==> config.mk <==
export PLATFORM = sky130hd
export DESIGN_NAME = birth_seq_gen
export DESIGN_NICKNAME = d
export VERILOG_FILES = /design/src/rtl/birth_seq_pkg.sv /design/src/rtl/birth_seq_table.sv /design/src/rtl/birth_seq_gen.sv
export SDC_FILE = /design/constraint.sdc
export NUM_CORES = 1
export LEC_CHECK = 0
export BUFFER_PORTS_ARGS = -buffer_cell sky130_fd_sc_hd__buf_2
export CAP_MARGIN = 20
export CORE_MARGIN = 1
export CORE_UTILIZATION = 41
export DETAILED_ROUTE_END_ITERATION = 6
export GPL_TIMING_DRIVEN = 0
export MAX_ROUTING_LAYER = met4
export PLACE_DENSITY = 0.58
export SYNTH_ARGS = -nofsm -noshare
export SYNTH_HDL_FRONTEND = slang
export SYNTH_SLANG_ARGS = --single-unit
==> constraint.sdc <==
create_clock -name clk -period 5.05 [get_ports clk]
set_input_delay 1.01 -clock clk [delete_from_list [all_inputs] [get_ports clk]]
set_output_delay 1.01 -clock clk [all_outputs]
set_load 0.01 [all_outputs]
==> src/rtl/birth_seq_pkg.sv <==
// birth_seq_pkg: shared state enum, default date digits and seven-segment table for birth_seq_gen
package birth_seq_pkg;
  typedef enum logic {IDLE, RUN} state_t;
  localparam int DEFAULT_DIGITS [8] = '{1, 9, 9, 7, 0, 7, 2, 8};
  localparam logic [6:0] SEG_LUT [10] = '{7'h3f, 7'h06, 7'h5b, 7'h4f, 7'h66, 7'h6d, 7'h7d, 7'h07, 7'h7f, 7'h6f};
endpackage

==> src/rtl/birth_seq_table.sv <==
// birth_seq_table: DEPTH x DIGIT_W digit register file, reset-loaded with the date sequence, async read
module birth_seq_table
  import birth_seq_pkg::*;
#(
  parameter int DEPTH = 8,
  parameter int DIGIT_W = 4,
  parameter int AW = $clog2(DEPTH)
) (
  input  logic               clk,
  input  logic               rst,
  input  logic               wr_en,
  input  logic [AW-1:0]      wr_addr,
  input  logic [DIGIT_W-1:0] wr_data,
  input  logic [AW-1:0]      rd_addr,
  output logic [DIGIT_W-1:0] rd_data
);
  logic [DIGIT_W-1:0] mem [DEPTH];
  always_ff @(posedge clk)
    if (rst) for (int i = 0; i < DEPTH; i++) mem[i] <= DIGIT_W'(DEFAULT_DIGITS[i % 8]);
    else if (wr_en && 32'(wr_addr) < DEPTH) mem[wr_addr] <= wr_data;
  assign rd_data = mem[rd_addr];
endmodule

==> src/rtl/birth_seq_gen.sv <==
// birth_seq_gen: timed birthday-digit player (fwd/rev, one-shot/loop); BIRTH_SEQ_SEG_EN adds seg decode output
module birth_seq_gen
  import birth_seq_pkg::*;
#(
  parameter int DEPTH = 8,
  parameter int DIGIT_W = 4,
  parameter int PERIOD = 4,
  localparam int AW = $clog2(DEPTH),
  localparam int DW = PERIOD > 1 ? $clog2(PERIOD) : 1
) (
  input  logic               clk,
  input  logic               rst,
  input  logic               wr_en,
  input  logic [AW-1:0]      wr_addr,
  input  logic [DIGIT_W-1:0] wr_data,
  input  logic               start,
  input  logic               stop,
  input  logic               dir,
  input  logic               loop,
  output logic [DIGIT_W-1:0] digit,
  output logic [AW-1:0]      idx,
  output logic               valid,
  output logic               busy,
  output logic               done
`ifdef BIRTH_SEQ_SEG_EN
  ,
  output logic [6:0]         seg
`endif
);
  localparam logic [AW-1:0] LAST = AW'(DEPTH - 1);
  state_t state, state_nx;
  logic [AW-1:0] idx_nx;
  logic [DW-1:0] div, div_nx;
  logic dir_q, loop_q, dir_nx, loop_nx, done_nx, last, tick;
  logic [DIGIT_W-1:0] rd_data;
  birth_seq_table #(.DEPTH(DEPTH), .DIGIT_W(DIGIT_W), .AW(AW)) u_table (
    .clk(clk), .rst(rst), .wr_en(wr_en), .wr_addr(wr_addr), .wr_data(wr_data),
    .rd_addr(idx), .rd_data(rd_data)
  );
  assign last = dir_q ? idx == '0 : idx == LAST;
  assign tick = div == DW'(PERIOD - 1);
  always_comb begin
    state_nx = state;
    idx_nx = idx;
    div_nx = div;
    dir_nx = dir_q;
    loop_nx = loop_q;
    done_nx = 1'b0;
    if (stop) state_nx = IDLE;
    else if (start) begin
      state_nx = RUN;
      idx_nx = dir ? LAST : '0;
      div_nx = '0;
      dir_nx = dir;
      loop_nx = loop;
    end else if (state == RUN) begin
      div_nx = tick ? '0 : div + 1'b1;
      if (tick && last && !loop_q) begin
        state_nx = IDLE;
        done_nx = 1'b1;
      end else if (tick) idx_nx = last ? (dir_q ? LAST : '0) : (dir_q ? idx - 1'b1 : idx + 1'b1);
    end
  end
  always_ff @(posedge clk)
    if (rst) begin
      state <= IDLE;
      idx <= '0;
      div <= '0;
      dir_q <= 1'b0;
      loop_q <= 1'b0;
      done <= 1'b0;
    end else begin
      state <= state_nx;
      idx <= idx_nx;
      div <= div_nx;
      dir_q <= dir_nx;
      loop_q <= loop_nx;
      done <= done_nx;
    end
  assign busy = state == RUN;
  assign valid = busy;
  assign digit = valid ? rd_data : '0;
`ifdef BIRTH_SEQ_SEG_EN
  logic [3:0] d4;
  assign d4 = 4'(digit);
  assign seg = (valid && 32'(digit) < 10) ? SEG_LUT[d4] : 7'd0;
`endif
endmodule

# Word-level counts from Yosys, hierarchy flattened
# Memories as Yosys holds them, arrays and structs flattened. A register that Yosys moved wholly into a read port is not among the register bits.
# Index checks and enable logic that the tools add are counted.
# word_totals
reg_bits	9
mem_bits_rw	32
in_bits	14
out_inout_bits	10
wordCells	54
n_memories	1
# op_classes
addsub	3
n_eq_ne	3
muxes	27
bitwise_logic	2
reduce_logical	12
# memory_table
name	words	width	rd	rd_ports_with_merged_regs	write_ports	line	rtl
u_table.mem	8	4	1	1	8	birth_seq_table.sv:17	logic [DIGIT_W-1:0] mem [DEPTH];
# op_table
cell	count
3-bit 2-to-1 mux	11
1-bit 2-to-1 mux	11
4-bit 2-to-1 mux	2
4-bit OR reduction	2
2-bit 2-to-1 mux	3
2-bit AND reduction	2
4-bit AND reduction	1
2-bit nonzero test	2
3-bit by 1-bit adder with 3-bit output, second input constant	1
3-bit == test, second input constant	1
3-bit logical NOT	1
3-bit by 1-bit subtractor with 3-bit output, second input constant	1
2-bit by 1-bit adder with 2-bit output, second input constant	1
2-bit == test, second input constant	1
1-bit logical AND	2
2-bit != test, second input constant	1
1-bit NOT	2
2-bit OR reduction	1
1-bit logical NOT	1

# Logic depth before layout (Yosys ltp)
# logic_depth
word_depth	9
depth_mapped	6
ltp_nobuf	6

# Cells and area by module
# From an unflattened synthesis, not the netlist that was laid out.
# unflattened
hier_cells	173
hier_area_um2	2127.0
# by_module_without_submodules
module	n_inst	cells_per_inst	area_each_um2	seq_area_each_um2
birth_seq_table	1	104	1556.5	960.9
birth_seq_gen	1	69	570.5	180.2

# Least setup slack after synthesis
# OpenSTA, ideal clock, no wires.
# synth_timing
kind	register to output
start	register (tool-made name)
end	output digit[0]
arrival_ps	1245
required_time_ps	4040
slack_ps	2795
stages_incl_launch_ff	5
n_path_buf	1
cell_sequence	dfxtp_1 buf_2 mux4_2 mux2i_1 nor2b_1
# synth_lines
element	line	rtl
end, declared	birth_seq_gen.sv:20	output logic [DIGIT_W-1:0] digit,

==> metrics.md <==
| Metric | Value |
|---|---|
| Area added between synthesis and finish | 12.83% |
| Core Rows | 26 |
| Post-place setup slack | 2.543 ns |
| Critical Path Start Type | flop |
| Sequential element share of the synthesized area | 54.02% |
| Count of mapped cells out of synthesis | 180 |
| Fin crit share | 55.47% |
| Die outline height | 75.64 um |
| Total die area | 0.005721 mm^2 |
| Final Worst Setup Slack | 2.249 ns |
| Post-Syn Area | 0.002223 mm^2 |
| Area of the core | 0.005172 mm^2 |
| Post-CTS sizing | 0 |
| Post-route standard cell area excluding fillers | 0.002509 mm^2 |
| Cell with the largest stage delay on the worst path | sky130_fd_sc_hd__mux4_2 |
| Diodes inserted | 0 |
| GP Congestion | 0.7892 |
| First-pass iteration count of the detailed router | 5 |
| Number of nets in the finished design | 225 |
| Number of pins exceeding their max-slew limit in the final report | 0 |
| Post-synth EDFFs | 32 |
| Setup fix buffers added after clock tree synthesis | 0 |
| Initial DRC Count | 59 |
| Detailed-route via count | 1,448 |
| Pwr Density | 286.5 mW/mm^2 |
| Wire length of the first global-routing pass | 6734 um |
| Critical path class | flop to output port |
| Share of post-route cells with drive strength above 1 | 28.57% |
| Remaining max-slew budget at the tightest pin | 66.00% |
| Worst slew pin tran | 0.5060 ns |
| Count of antenna-violating nets left after detailed routing | 0 |
| Wirelength, routed | 4232 um |
| Post-route clock skew | 0.001786 ns |
| Number of register bits inferred by synthesis | 44 |
| Quantity of hold-fixing buffers added after cts | 0 |
| Shortest period the worst path allows | 2.801 ns |
| Post-detailed-route via-to-cell ratio | 5.171 |
| Post-route non-filler standard cell count | 280 |
| RSZ-0062 raised after global routing | false |
| Deepest clock path buffer count | 2 |
| Number of buffers inserted during clock tree synthesis | 5 |
| Family with the most delay on the worst path | multiplexers |
| Area after detailed placement | 0.002421 mm^2 |
| Starting utilization of the core area | 42.98% |
| Max FO, Critical Path | 8 |
| Fin util | 48.50% |
| Global-route usage over all layers | 17.52% |
| Post-synthesis area per instance | 12.35 um^2 |
| Largest net degree at the start of global routing | 15 |
| Number of remaining DRC errors | 0 |
| Final Hold Fails | 0 |
| Reg-to-reg critical path startpoint | idx[0] |
| CTS tree | built |
| Clock-pin transition on the worst setup and hold timing paths | 0.08 ns |
| Top post-synthesis cells by area | sky130_fd_sc_hd__edfxtp_1, sky130_fd_sc_hd__dfxtp_1, sky130_fd_sc_hd__mux4_2 |
| Initial antenna violation count | 0 |
| Req. time, crit path | 4.04 ns |
| Number of filler instances in the final layout | 471 |
| Worst IR Drop VDD | 0.1081 mV |
| Delay contributed by the slowest stage of the critical path | 0.56 ns |
| Run status | finished, final reports clean |
| Critical path arrival | 1.79 ns |
| Final setup violation count | 0 |
| Final setup TNS | 0 ns |
| Number of ports placed on the die boundary | 24 |
| Vias in the first global route | 1,447 |
| Critical Path, Cell by Cell | buf_2 > mux4_2 > mux2i_1 > nor2b_1 > buf_2 |
| Share of flip-flops with an asynchronous set or reset | 0% |
| Total global routing overflow | 0 |
| Worst path buffer plus inverter count | 2 |
| Wire length per cell after detailed routing | 15.11 um |
| Detailed-placement wirelength estimate | 3239 um |
| Static leakage | 0.8736 nW |
| Count of max-cap constraint violations | 0 |
| Fmax | 0.3570 GHz |
| Worst-Skew Late Latency | 0.29 ns |
| Cell repeated most along the worst path | sky130_fd_sc_hd__buf_2 |
| Leading area contributor after synthesis | sky130_fd_sc_hd__edfxtp_1 |
| Clock tree root buffer cell | sky130_fd_sc_hd__clkbuf_8 |
| Classification of the worst-slack hold path | flop to flop |
| Count of placed standard cells including taps | 272 |
| X dimension of the die | 75.64 um |
| Most used flip-flop cell after synthesis | sky130_fd_sc_hd__edfxtp_1 |
| Post-synth top area share | 43.22% |
| Synth unique cells | 42 |
| Syn nets | 196 |
| Worst min-delay path startpoint | loop_q |
| Max H-tree Level | 2 |
| Total number of clock tree sinks | 44 |
| Category of the worst setup path capture point | output port |
| Warnings from Yosys | 0 |
| Count of buffers inserted at the top-level ports | 22 |
==> state kept, by name, indices dropped and copies added (netlist names), named ones only <==
name and flops:
div 2, loop_q 1, dir_q 1, u_table.mem 32, busy 1, done 1
idx 3
==> cells in the mapped netlist (5+ instances only) <==
master and n:
sky130_fd_sc_hd__o31ai_1 5, sky130_fd_sc_hd__edfxtp_1 32, sky130_fd_sc_hd__clkbuf_1 5, sky130_fd_sc_hd__nor2b_1 5, sky130_fd_sc_hd__a21oi_1 7, sky130_fd_sc_hd__mux4_2 8, sky130_fd_sc_hd__and2_1 19, sky130_fd_sc_hd__inv_1 6
sky130_fd_sc_hd__nand2b_1 8, sky130_fd_sc_hd__dfxtp_1 12, sky130_fd_sc_hd__or3_1 10, sky130_fd_sc_hd__or2_2 8, sky130_fd_sc_hd__nor2_1 13
==> where the power goes <==
part | switching, W | total [W] | internal, W | leakage (nW)
clock network | 0.000120 | 0.000216 | 0.0000955 | 0.0378
logic | 0.0000455 | 0.0000847 | 0.0000391 | 0.426
registers | 0.0000108 | 0.000418 | 0.000407 | 0.410
==> tightest hold or removal path: stages (launching register included) <==
cell,delay [ns]
sky130_fd_sc_hd__dfxtp_1,0.33
sky130_fd_sc_hd__o21ai_0,0.07
sky130_fd_sc_hd__a21oi_1,0.06
==> kinds of logic (layout without fill, tap and decap cells) <==
group                    count (synthesis)  count (layout)  share of synthesized area [%]
buffers and inverters                   16              46                          3.376
multiplexers                            12              12                          9.904
XOR/XNOR                                 1               1                         0.3940
flip-flops                              44              44                          54.02
adder cells (fa/ha/maj)                  2               2                          1.463
AND/OR/NAND/NOR                         78              78                          22.17
AO/OA/AOI/OAI                           27              27                          8.667
==> layout make-up <==
class | instances | area, um^2 | share of cell area (%)
multi-input cells | 120 | 947.2 | 37.76
well taps | 70 | 87.58 | 3.491
flip-flops and latches | 44 | 1201 | 47.88
inverters | 6 | 22.52 | 0.8978
plain buffers | 10 | 52.55 | 2.095
repair buffers | 22 | 110.1 | 4.389
clock inverters | 3 | 18.77 | 0.7481
clock buffers | 5 | 68.82 | 2.743
==> through the flow <==
stage / hold WS [ns] / power, W
2_1_floorplan: 0.4599 / 0.0004815
3_3_place_gp: 0.4766 / 0.0005081
3_5_place_dp: 0.4926 / 0.0005120
4_1_cts: 0.5066 / 0.0007271
5_1_grt: 0.5178 / 0.0007506
6_report: 0.5032 / 0.0007188
==> layout by cell type, fill, tap and decap left out, types with 2 or more instances in the layout <==
cell type                    instances
sky130_fd_sc_hd__a211o_2             2
sky130_fd_sc_hd__a21oi_1             7
sky130_fd_sc_hd__a311oi_1            2
sky130_fd_sc_hd__and2_1             19
sky130_fd_sc_hd__buf_2              25
sky130_fd_sc_hd__clkbuf_1            5
sky130_fd_sc_hd__clkbuf_8            5
sky130_fd_sc_hd__clkinvlp_4          2
sky130_fd_sc_hd__dfxtp_1            12
sky130_fd_sc_hd__edfxtp_1           32
sky130_fd_sc_hd__inv_1               6
sky130_fd_sc_hd__mux2i_1             4
sky130_fd_sc_hd__mux4_2              8
sky130_fd_sc_hd__nand2_1             3
sky130_fd_sc_hd__nand2b_1            8
sky130_fd_sc_hd__nor2_1             13
sky130_fd_sc_hd__nor2b_1             5
sky130_fd_sc_hd__nor3b_1             2
sky130_fd_sc_hd__o21ai_0             4
sky130_fd_sc_hd__o31ai_1             5
sky130_fd_sc_hd__or2_2               8
sky130_fd_sc_hd__or3_1              10
==> layer usage <==
| metal | track usage [%] | part of all wire (%) | vias up |
|---|---|---|---|
| met3 | 4.762 | 3.2 | 2 |
| met4 | 4.938 | 0.40 | 0 |
| li1 | - | - | 715 |
| met2 | 31.65 | 55 | 30 |
| met5 | - | 0 | - |
| met1 | 18.83 | 42 | 701 |
==> path summary, 6_finish.rpt <==
check	endpoint	slack [ns]	cells past startpoint
hold / removal	loop_q	0.50	2
setup reg to reg	flop	3.10	6
setup / recovery	digit[1]	2.25	5
hold reg to reg	loop_q	0.50	2
Note: power is estimated with default switching activity, not from simulation.
